==> src/rtl/siso_frame_ctrl.sv <==
`default_nettype none
// ============================================================================
// Module   : siso_frame_ctrl
// Brief    : Parallel-in serial-out framer: start bit, WIDTH data bits LSB
//            first, optional even-parity bit (macro SISO_PARITY_EN), stop bit.
// Revision : 1.0  initial release
// ============================================================================
module siso_frame_ctrl #(
  parameter int WIDTH = 8,
  parameter int DIV   = 4
) (
  input  logic             clk,
  input  logic             rst,
  input  logic [WIDTH-1:0] par_in,
  input  logic             in_valid,
  output logic             in_ready,
  output logic             data_out,
  output logic             busy,
  output logic             done
);

  localparam int c_timer_w = $clog2(DIV + 1);
  localparam int c_count_w = $clog2(WIDTH + 1);
  localparam logic [c_timer_w-1:0] c_tick_last = c_timer_w'(DIV - 1);
  localparam logic [c_count_w-1:0] c_bit_last  = c_count_w'(WIDTH - 1);

  typedef enum logic [2:0] {
    S_IDLE   = 3'd0,
    S_START  = 3'd1,
    S_DATA   = 3'd2,
`ifdef SISO_PARITY_EN
    S_PARITY = 3'd3,
`endif
    S_STOP   = 3'd4
  } state_t;

  state_t               r_state;
  logic [c_timer_w-1:0] r_timer;
  logic [c_count_w-1:0] r_count;
  logic [WIDTH-1:0]     r_shift;
`ifdef SISO_PARITY_EN
  logic                 r_parity;
`endif

  logic             w_tick_last;
  logic [WIDTH-1:0] w_shift_next;

  assign w_tick_last  = (r_timer == c_tick_last);
  assign w_shift_next = r_shift >> 1;

  // data_out is loaded with the level of the state being entered, so the
  // line changes on the same edge as the state register.
  always_ff @(posedge clk or posedge rst) begin
    if (rst) begin
      r_state  <= S_IDLE;
      r_timer  <= '0;
      r_count  <= '0;
      r_shift  <= '0;
`ifdef SISO_PARITY_EN
      r_parity <= 1'b0;
`endif
      data_out <= 1'b1;
      done     <= 1'b0;
      busy     <= 1'b0;
      in_ready <= 1'b1;
    end else begin
      done <= 1'b0;
      case (r_state)
        S_IDLE: begin
          data_out <= 1'b1;
          if (in_valid && in_ready) begin
            r_shift  <= par_in;
`ifdef SISO_PARITY_EN
            r_parity <= ^par_in;
`endif
            r_timer  <= '0;
            r_count  <= '0;
            r_state  <= S_START;
            data_out <= 1'b0;
            busy     <= 1'b1;
            in_ready <= 1'b0;
          end
        end

        S_START: begin
          if (w_tick_last) begin
            r_timer  <= '0;
            r_state  <= S_DATA;
            data_out <= r_shift[0];
          end else begin
            r_timer <= r_timer + 1'b1;
          end
        end

        S_DATA: begin
          if (w_tick_last) begin
            r_timer <= '0;
            r_shift <= w_shift_next;
            r_count <= r_count + 1'b1;
            if (r_count == c_bit_last) begin
`ifdef SISO_PARITY_EN
              r_state  <= S_PARITY;
              data_out <= r_parity;
`else
              r_state  <= S_STOP;
              data_out <= 1'b1;
`endif
            end else begin
              data_out <= w_shift_next[0];
            end
          end else begin
            r_timer <= r_timer + 1'b1;
          end
        end

`ifdef SISO_PARITY_EN
        S_PARITY: begin
          if (w_tick_last) begin
            r_timer  <= '0;
            r_state  <= S_STOP;
            data_out <= 1'b1;
          end else begin
            r_timer <= r_timer + 1'b1;
          end
        end
`endif

        S_STOP: begin
          data_out <= 1'b1;
          if (w_tick_last) begin
            r_timer  <= '0;
            r_state  <= S_IDLE;
            done     <= 1'b1;
            busy     <= 1'b0;
            in_ready <= 1'b1;
          end else begin
            r_timer <= r_timer + 1'b1;
          end
        end

        default: begin
          r_state  <= S_IDLE;
          r_timer  <= '0;
          r_count  <= '0;
          data_out <= 1'b1;
          busy     <= 1'b0;
          in_ready <= 1'b1;
        end
      endcase
    end
  end

endmodule
`default_nettype wire

==> config.mk <==
export PLATFORM = sky130hd
export DESIGN_NAME = siso_frame_ctrl
export DESIGN_NICKNAME = d
export VERILOG_FILES = /design/src/rtl/siso_frame_ctrl.sv
export SDC_FILE = /design/constraint.sdc
export NUM_CORES = 1
export LEC_CHECK = 0
export ABC_CLOCK_PERIOD_IN_PS = 2200
export BUFFER_PORTS_ARGS = -buffer_cell sky130_fd_sc_hd__clkbuf_2
export CAP_MARGIN = 40
export CORE_UTILIZATION = 40
export DETAILED_ROUTE_END_ITERATION = 16
export GPL_ROUTABILITY_DRIVEN = 0
export GPL_TIMING_DRIVEN = 0
export PLACE_DENSITY_LB_ADDON = 0.2
export SYNTH_ARGS = -nofsm -noshare
export SYNTH_HDL_FRONTEND = slang
export SYNTH_SLANG_ARGS = --single-unit
export TNS_END_PERCENT = 30
==> constraint.sdc <==
create_clock -name clk -period 2.2 [get_ports clk]
set_input_delay 0.33 -clock clk [delete_from_list [all_inputs] [get_ports clk]]
set_output_delay 0.33 -clock clk [all_outputs]
set_load 0.05 [all_outputs]
==> impl_metrics.ini, run 1 <==
[global_routing]
met2_usage_pct = 32.5
antenna_found_initial = 0
grt_max_degree = 14
grtUsageMet3_pct = 2.64
grt_remaining_overflow = 0
grt_pass1_wl_um = 4580
use_met1_pct = 21.1
grt_usage_pct = 18.0
grt_pass1_vias = 1051
top_usage_layer = met2

[job]
maxCapViolations = 0

[critical_path]
r2r_setup_slack_ps = 350
cp.required_ps = 2450
r2r-end = r_shift[1]$_DFFE_PP0P_
worstPathArrival_ps = 2100
cp-end-kind = flip-flop
cp.depth = 7
path_max_fanout = 10
rr_startpoint = r_timer[0]$_DFFE_PP0N_
startpoint_type = flip-flop
slowest_delay_ps = 560
r2r_cells = 7
crit_start = r_timer[0]$_DFFE_PP0N_
crit_family = compound AO/OA/AOI/OAI gates
path_cells = ha_1 > nand2b_1 > buf_4 > a2111oi_4 > buf_6 > nor2_2 > a21oi_2
crit_slowest_cell = a2111oi_4
path_class = flip-flop to flip-flop
path_buf_inv = 2
crit_end = r_shift[1]$_DFFE_PP0P_

[sta]
tns_ps = 0
slew_headroom_pct = 65.7
finalHoldViolations = 0
rsz0062_at_grt = false
fin_crit_sh_pct = 84.3
slew_violations = 0
period_needed_ps = 1850
fmax_mhz = 539
tightest_slew_ps = 514
finalSetupViolations = 0
final.setup_skew_ps = 7.36

[synthesis]
synth-async-reset-ratio_pct = 100
syn_inst = 135
syn_nets = 148
ys_ff_latch = 22
avgSynthCellArea_um2 = 9.44
yosysSeqAreaShare_pct = 43.4
synth_edf_count = 0
ys_types = 37
ys.warnings.count = 0
synth-main-ff-cell = dfrtp_1
syn_area_mm2 = 0.00127

[layout]
final_core_util_pct = 48.3
fillers = 316
multi_input_area_um2 = 652
area_growth_syn_to_layout_pct = 14.6
drive_above_1_share_pct = 21.9
seq_area_um2 = 553
layout_commonest_cell = dfrtp_1
diodes = 0
final_cell_mix = dfrtp_1 (20), nor2_1 (16), clkbuf_2 (14)
num-nets-final = 169

[clocking]
numCtsBuffers = 3
cts_num_sinks = 22
clk_transition_reported_paths_ps = 130
cts_tree = done
htreeDepth = 1
clockRootBuffer = clkbuf_4
cts_resized = 0
insertion_delay_ps = 310
cts.path.max_buffers = 2

[floorplanning]
core_mm2 = 0.00303
num_rows = 20
pin_count = 15
start_util_pct = 42.1
dieArea_mm2 = 0.00342
die_height_um = 58.5
dieWidth_um = 58.5

[routing]
drtIter0Drc = 18
drtPass1Iterations = 4
routed_wl_um = 2570
routed_via_density = 5.18
ant_nets = 0
vias = 1031
drc = 0
wl_per_cell_um = 12.9

[hold_path]
hold_depth = 3
hold_path.class = input port to flip-flop

[placement]
dp_hpwl_um = 1960
port_buffers = 14

[pwr]
ir_drop_mv = 0.370
p_leak_nw = 0.639
p_per_area_mw_per_mm2 = 450

[run_status]
run_status = finished, final reports clean
==> worst min path at each step <==
stage                             endpoint  slack (ps)                   start
floorplan                 busy$_DFFE_PP0P_         320                     rst
detailed placement  r_state[0]$_DFFE_PP0P_         330                     rst
global route        r_shift[7]$_DFFE_PP0P_         300               par_in[7]
CTS                 r_shift[7]$_DFFE_PP0P_         260               par_in[7]
finish              r_shift[7]$_DFFE_PP0P_         260               par_in[7]
global placement    r_timer[2]$_DFFE_PP0N_         490  r_timer[2]$_DFFE_PP0N_
==> worst reg2reg max path: cells and delay by family (launching register included) <==
family,cells,cell delay [ps]
compound gates,2,650
flops,1,410
buf+inv,2,390
fa+ha+maj,1,220
simple gates,2,120
==> final cells by class <==
cell class	count	share of cell area, %
multi-input cells	99	44.6
flip-flops and latches	22	37.8
inverters	6	1.54
repair buffers	16	6.51
well taps	44	3.77
clock buffers	4	2.48
plain buffers	8	3.25
==> registers in the layout, indices dropped and copies added (netlist names) <==
register  flops
r_state       3
in_ready      1
r_count       4
r_timer       3
data_out      1
r_shift       8
done          1
busy          1
==> routing by layer <==
layer,vias to the layer above,part of all wire (%)
li1,513,-
met1,497,44
met2,17,52
met3,4,3.0
met4,0,1.9
met5,-,0
==> cell families after synthesis <==
logic type      share of synthesized area (%)
mux                                      8.73
fa+ha+maj                                2.75
simple gates                             17.4
buf+inv                                  5.50
flops                                    43.4
compound gates                           22.3
==> where the power goes <==
| group | internal (mW) | leakage, nW | switching [mW] |
|---|---|---|---|
| clock network | 0.101 | 0.0210 | 0.126 |
| logic | 0.0124 | 0.344 | 0.0139 |
| registers | 0.404 | 0.274 | 0 |
| total | 0.518 | 0.639 | 0.139 |
==> metrics by stage <==
stage / setup slack [ps] / instance area [um2] / power (mW) / hold slack, ps / std cells
after global routing: 206 / 1460 / 0.683 / 299 / 199
after detailed placement: 339 / 1420 / 0.438 / 328 / 194
after floorplan: 466 / 1270 / 0.423 / 318 / 135
after CTS: 306 / 1460 / 0.669 / 261 / 199
final: 346 / 1460 / 0.657 / 264 / 199
after global placement: 355 / 1400 / 0.434 / 489 / 193
==> cells in the mapped netlist (2+ instances only) <==
cell       instances  share of area [%]
a2bb2oi_1          4                2.7
buf_4              2                1.2
nand2_1            8                2.4
nor3_1             4                1.6
inv_1              6                1.8
nor2_2             2               0.98
nand2b_1           5                2.5
nor2_1            16                4.7
a21oi_2            2                1.4
a21oi_1           12                4.7
buf_2              2               0.79
mux2i_1           10                7.9
nor2b_1            2               0.98
a211oi_1           4                2.4
and2b_1            2                1.2
a31oi_1            3                1.5
o21a_1             2                1.2
dfstp_2            2                4.1
dfrtp_1           20                 39
ha_1               2                2.0
clkbuf_1           3               0.88
o21ai_0            7                2.7
==> repair_timing <==
action,4_1_cts,5_1_grt
endpoints found under the hold margin,8,0
buffers inserted,0,0
hold buffers,1,0
Note: power is estimated with default switching activity, not from simulation.
==> run 2, diff against run 1 <==
ABC_CLOCK_PERIOD_IN_PS = 1700   (was 2200)
clock period = 1.7 ns   (was 2.2 ns; I/O delays follow)
==> impl_metrics.ini, run 2 (same netlist as run 1, synthesis figures left out) <==
[run_status]
run_status = finished, final reports clean

[floorplanning]
pin_count = 15
dieArea_mm2 = 0.00342
start_util_pct = 42.1
num_rows = 20
die_height_um = 58.5
dieWidth_um = 58.5
core_mm2 = 0.00303

[global_routing]
grt_pass1_wl_um = 4800
grt_pass1_vias = 1078
top_usage_layer = met2
use_met1_pct = 21.2
grt_usage_pct = 18.7
antenna_found_initial = 0
grtUsageMet3_pct = 1.98
grt_max_degree = 14
met2_usage_pct = 35.1
grt_remaining_overflow = 0

[sta]
final.setup_skew_ps = 10.4
finalHoldViolations = 0
fin_crit_sh_pct = 95.6
tns_ps = 0
fmax_mhz = 615
slew_violations = 0
timing.hold.ws_ps = 169
period_needed_ps = 1630
slew_headroom_pct = 70.5
tightest_slew_ps = 443
finalSetupViolations = 0

[clocking]
clk_transition_reported_paths_ps = 130
cts_num_sinks = 22
numCtsBuffers = 3
clockRootBuffer = clkbuf_4
htreeDepth = 1
insertion_delay_ps = 330
cts_tree = done
cts.path.max_buffers = 2

[layout]
num-nets-final = 180
seq_area_um2 = 558
layout_commonest_cell = dfrtp_1
final_cell_area_mm2 = 0.00159
multi_input_area_um2 = 681
largest-register = r_shift
drive_above_1_share_pct = 31.3
fillers = 291
area_growth_syn_to_layout_pct = 24.6
layout_top_registers = r_shift (8), r_count (4)
final_cell_mix = dfrtp_1 (19), nor2_1 (16), clkbuf_2 (14)
largest_reg_flops = 8
diodes = 0

[placement]
dp_hpwl_um = 1990
post_dp_cell_area_mm2 = 0.00142
port_buffers = 14

[routing]
wl_per_cell_um = 13.3
vias = 1079
routed_wl_um = 2800
drtIter0Drc = 23
ant_nets = 0
routed_via_density = 5.14
drtPass1Iterations = 4
drc = 0

[hold_path]
hold_path.class = input port to flip-flop
hold_depth = 3
hold_end = r_shift[7]$_DFFE_PP0P_
hold_start = par_in[7]

[pwr]
finalPower_mw = 0.860
p_leak_nw = 0.695
p_per_area_mw_per_mm2 = 541
ir_drop_mv = 0.428

[critical_path]
r2r-end = r_shift[1]$_DFFE_PP0P_
startpoint_type = flip-flop
crit_slowest_cell = dfstp_4
path_class = flip-flop to output port
rr_startpoint = in_ready$_DFFE_PP1P_
cp.required_ps = 1440
slowest_delay_ps = 660
cp-end-kind = output port
path_max_fanout = 5
worstPathArrival_ps = 1370
path_cells = buf_4 > clkbuf_2
r2r_setup_slack_ps = 80
r2r_cells = 6

[job]
maxCapViolations = 0
## run 2: repair_timing
action | in CTS | in global routing
setup endpoints to repair | 9 | 11
pin swaps | 1 | 0
resized for setup | 1 | 11
hold endpoints to repair | 8 | 0
hold buffers | 1 | 0
setup buffers | 4 | 7
## run 2: routing by layer
| layer | up-vias | part of all wire [%] |
|---|---|---|
| met5 | - | 0 |
| met1 | 521 | 43 |
| met4 | 0 | 1.7 |
| met2 | 15 | 53 |
| li1 | 538 | - |
| met3 | 5 | 2.5 |
## run 2: cell type report
class,count,area share (%)
Multi-Input combinational cell,99,42.8
Buffer,8,3.70
Sequential cell,22,35.1
Tap cell,44,3.46
Clock buffer,4,2.28
Timing Repair Buffer,27,11.2
Inverter,6,1.42
## run 2: per-stage QoR
stage	std cells	worst slack (ps)	utilization (%)
global route	210	-25.5	52.5
detailed placement	194	-178	46.9
global placement	193	-143	46.4
floorplan	135	14.0	-
finish	210	74.3	52.5
CTS	203	4.66	49.4
## run 2: where the power goes
| part | internal (mW) | leakage [nW] | total (mW) | switching, mW |
|---|---|---|---|---|
| Combinational | 0.0160 | 0.400 | 0.0336 | 0.0176 |
| Sequential | 0.523 | 0.274 | 0.523 | 0 |
| Clock | 0.131 | 0.0210 | 0.303 | 0.172 |
| Total | 0.671 | 0.695 | 0.860 | 0.189 |
## run 2: worst max-delay path, delay by kind of cell, from the launching register on
kind | cells | cell delay (ps)
buffers and inverters | 2 | 380
DFF | 1 | 660
## run 2: worst max path at each step
stage | startpoint | to | slack [ps] | depth (start not counted)
2_1_floorplan | in_ready$_DFFE_PP1P_ | r_shift[7]$_DFFE_PP0P_ | 10 | 4
3_3_place_gp | r_timer[0]$_DFFE_PP0N_ | r_shift[7]$_DFFE_PP0P_ | -140 | 6
3_5_place_dp | r_timer[0]$_DFFE_PP0N_ | r_shift[1]$_DFFE_PP0P_ | -180 | 7
4_1_cts | r_state[1]$_DFFE_PP0P_ | r_shift[1]$_DFFE_PP0P_ | 5 | 6
5_1_grt | r_timer[0]$_DFFE_PP0N_ | r_shift[1]$_DFFE_PP0P_ | -30 | 8
6_report | in_ready$_DFFE_PP1P_ | in_ready | 70 | 2
==> run 3, diff against run 2 <==
CAP_MARGIN = default   (was 40)
CORE_UTILIZATION = 50   (was 40)
==> impl_metrics.ini, run 3 (same netlist as run 1, synthesis figures left out) <==
[run_status]
run_status = finished, final reports clean

[pwr]
power_frac_comb_pct = 3.4
internal_power_mw = 0.666
seq_power_share_pct = 61.5
p_leak_nw = 0.658
power.switching_mw = 0.185
sw_frac_of_total_pct = 21.7
p_per_area_mw_per_mm2 = 568
ir_drop_mv = 0.480
clkPwrFrac_pct = 35.1

[placement]
post_dp_cell_area_mm2 = 0.00138
dp_hpwl_um = 1830
port_buffers = 14
dpl.cell_count = 177

[routing]
routed_wl_um = 2640
wl_per_cell_um = 14.2
drtPass1Iterations = 4
drc = 0
vias = 1062
routed_via_density = 5.71
ant_nets = 0
drtIter0Drc = 19

[sta]
fin_crit_sh_pct = 97.1
final.setup_skew_ps = 9.09
finalHoldViolations = 0
rsz0062_at_grt = true
tightest_slew_ps = 820
finalSetupViolations = 0
timing.hold.ws_ps = 52.9
slew_headroom_pct = 45.3
period_needed_ps = 1650
slew_violations = 0
fmax_mhz = 606

[clocking]
hold_buffers = 0
htreeDepth = 1
cts.path.max_buffers = 2
clockRootBuffer = clkbuf_4
insertion_delay_ps = 310
cts_num_sinks = 22
numCtsBuffers = 3
clk_transition_reported_paths_ps = 130
cts_tree = done

[floorplanning]
pin_count = 15
dieWidth_um = 52.5
dieArea_mm2 = 0.00276
core_mm2 = 0.00230
start_util_pct = 55.5
die_height_um = 52.5
num_rows = 17

[layout]
final_cell_mix = dfrtp_1 (20), clkbuf_2 (14), nor2_1 (13)
largest-register = r_shift
layout_commonest_cell = dfrtp_1
area_growth_syn_to_layout_pct = 17.4
diodes = 0
num-nets-final = 172
drive_above_1_share_pct = 29.7
final_cell_area_mm2 = 0.00150
largest_reg_flops = 8
fillers = 208
layout.cells.non_filler = 186
layout_top_registers = r_shift (8), r_count (4)

[critical_path]
path_cells = ha_4 > nand2b_1 > buf_6 > a2111oi_4 > buf_4 > nor2_2 > a21oi_2
path_class = flip-flop to flip-flop
crit_slowest_cell = a2111oi_4
worstPathArrival_ps = 1910
cp.required_ps = 1950
r2r_setup_slack_ps = 50
r2r_cells = 7
cp-end-kind = flip-flop
r2r-end = r_shift[5]$_DFFE_PP0P_
startpoint_type = flip-flop
rr_startpoint = r_timer[0]$_DFFE_PP0N_
path_max_fanout = 4
slowest_delay_ps = 440

[job]
maxCapViolations = 0

[global_routing]
grt_pass1_vias = 975
grt_remaining_overflow = 0
grt_max_degree = 23
grt_usage_pct = 21.5
antenna_found_initial = 0
grt_pass1_wl_um = 4280

[hold_path]
hold_path.class = input port to asynchronous set/reset pin
[run 3: worst max-delay path by stage]
stage / startpoint / end / slack (ps) / cells after the start
finish: r_timer[0]$_DFFE_PP0N_ / r_shift[5]$_DFFE_PP0P_ / 50 / 7
global placement: r_timer[0]$_DFFE_PP0N_ / r_shift[7]$_DFFE_PP0P_ / -130 / 6
CTS: r_timer[0]$_DFFE_PP0N_ / r_shift[3]$_DFFE_PP0P_ / 20 / 7
floorplan: in_ready$_DFFE_PP1P_ / r_shift[7]$_DFFE_PP0P_ / 10 / 4
global route: r_timer[0]$_DFFE_PP0N_ / r_shift[0]$_DFFE_PP0P_ / -40 / 7
detailed placement: r_timer[0]$_DFFE_PP0N_ / r_shift[7]$_DFFE_PP0P_ / -180 / 6
[run 3: stage by stage]
stage	TNS [ps]	total power [mW]	setup WS [ps]	util (%)
floorplan	0	0.547	14.0	-
global placement	-1020	0.561	-135	60.2
detailed placement	-1370	0.562	-183	60.2
CTS	0	0.850	17.2	63.2
global route	-219	0.874	-36.7	65.1
finish	0	0.850	49.6	65.1
[run 3: power groups by stage]
stage	Sequential (mW)	Combinational (mW)	Clock, mW
3_3_place_gp	0.533	0.0281	0
6_report	0.523	0.0287	0.298
5_1_grt	0.523	0.0337	0.317
2_1_floorplan	0.533	0.0135	0
4_1_cts	0.523	0.0291	0.298
3_5_place_dp	0.533	0.0290	0
[run 3: timing repair]
action | CTS | global route
setup buffers | 2 | 3
pin swaps | 2 | 2
resized for setup | 4 | 8
setup endpoints to repair | 9 | 9
[run 3: worst max-delay path, delay by kind of cell, from the launching register on]
kind            cells  cell delay [ps]
simple gates        2              110
buf+inv             2              350
compound gates      2              550
flops               1              420
fa+ha+maj           1              170
[run 3: cell type report]
cell class              instances  area, um2  share of cell area (%)
well taps                      28       35.0                    2.34
repair buffers                 19        108                    7.19
multi-input cells              99        687                    45.9
plain buffers                   8       51.3                    3.43
clock buffers                   4       36.3                    2.42
flip-flops and latches         22        557                    37.2
inverters                       6       22.5                    1.51
[run 3: metal layers]
metal  up-vias  share of wire [%]  GRT usage [%]  wire length, um
met1       508                 47           26.4             1230
li1        524                  -              -                -
met3         4                3.4           3.48               89
met4         0                1.3           6.58               33
met5         -                  0              0                0
met2        26                 49           38.2             1280
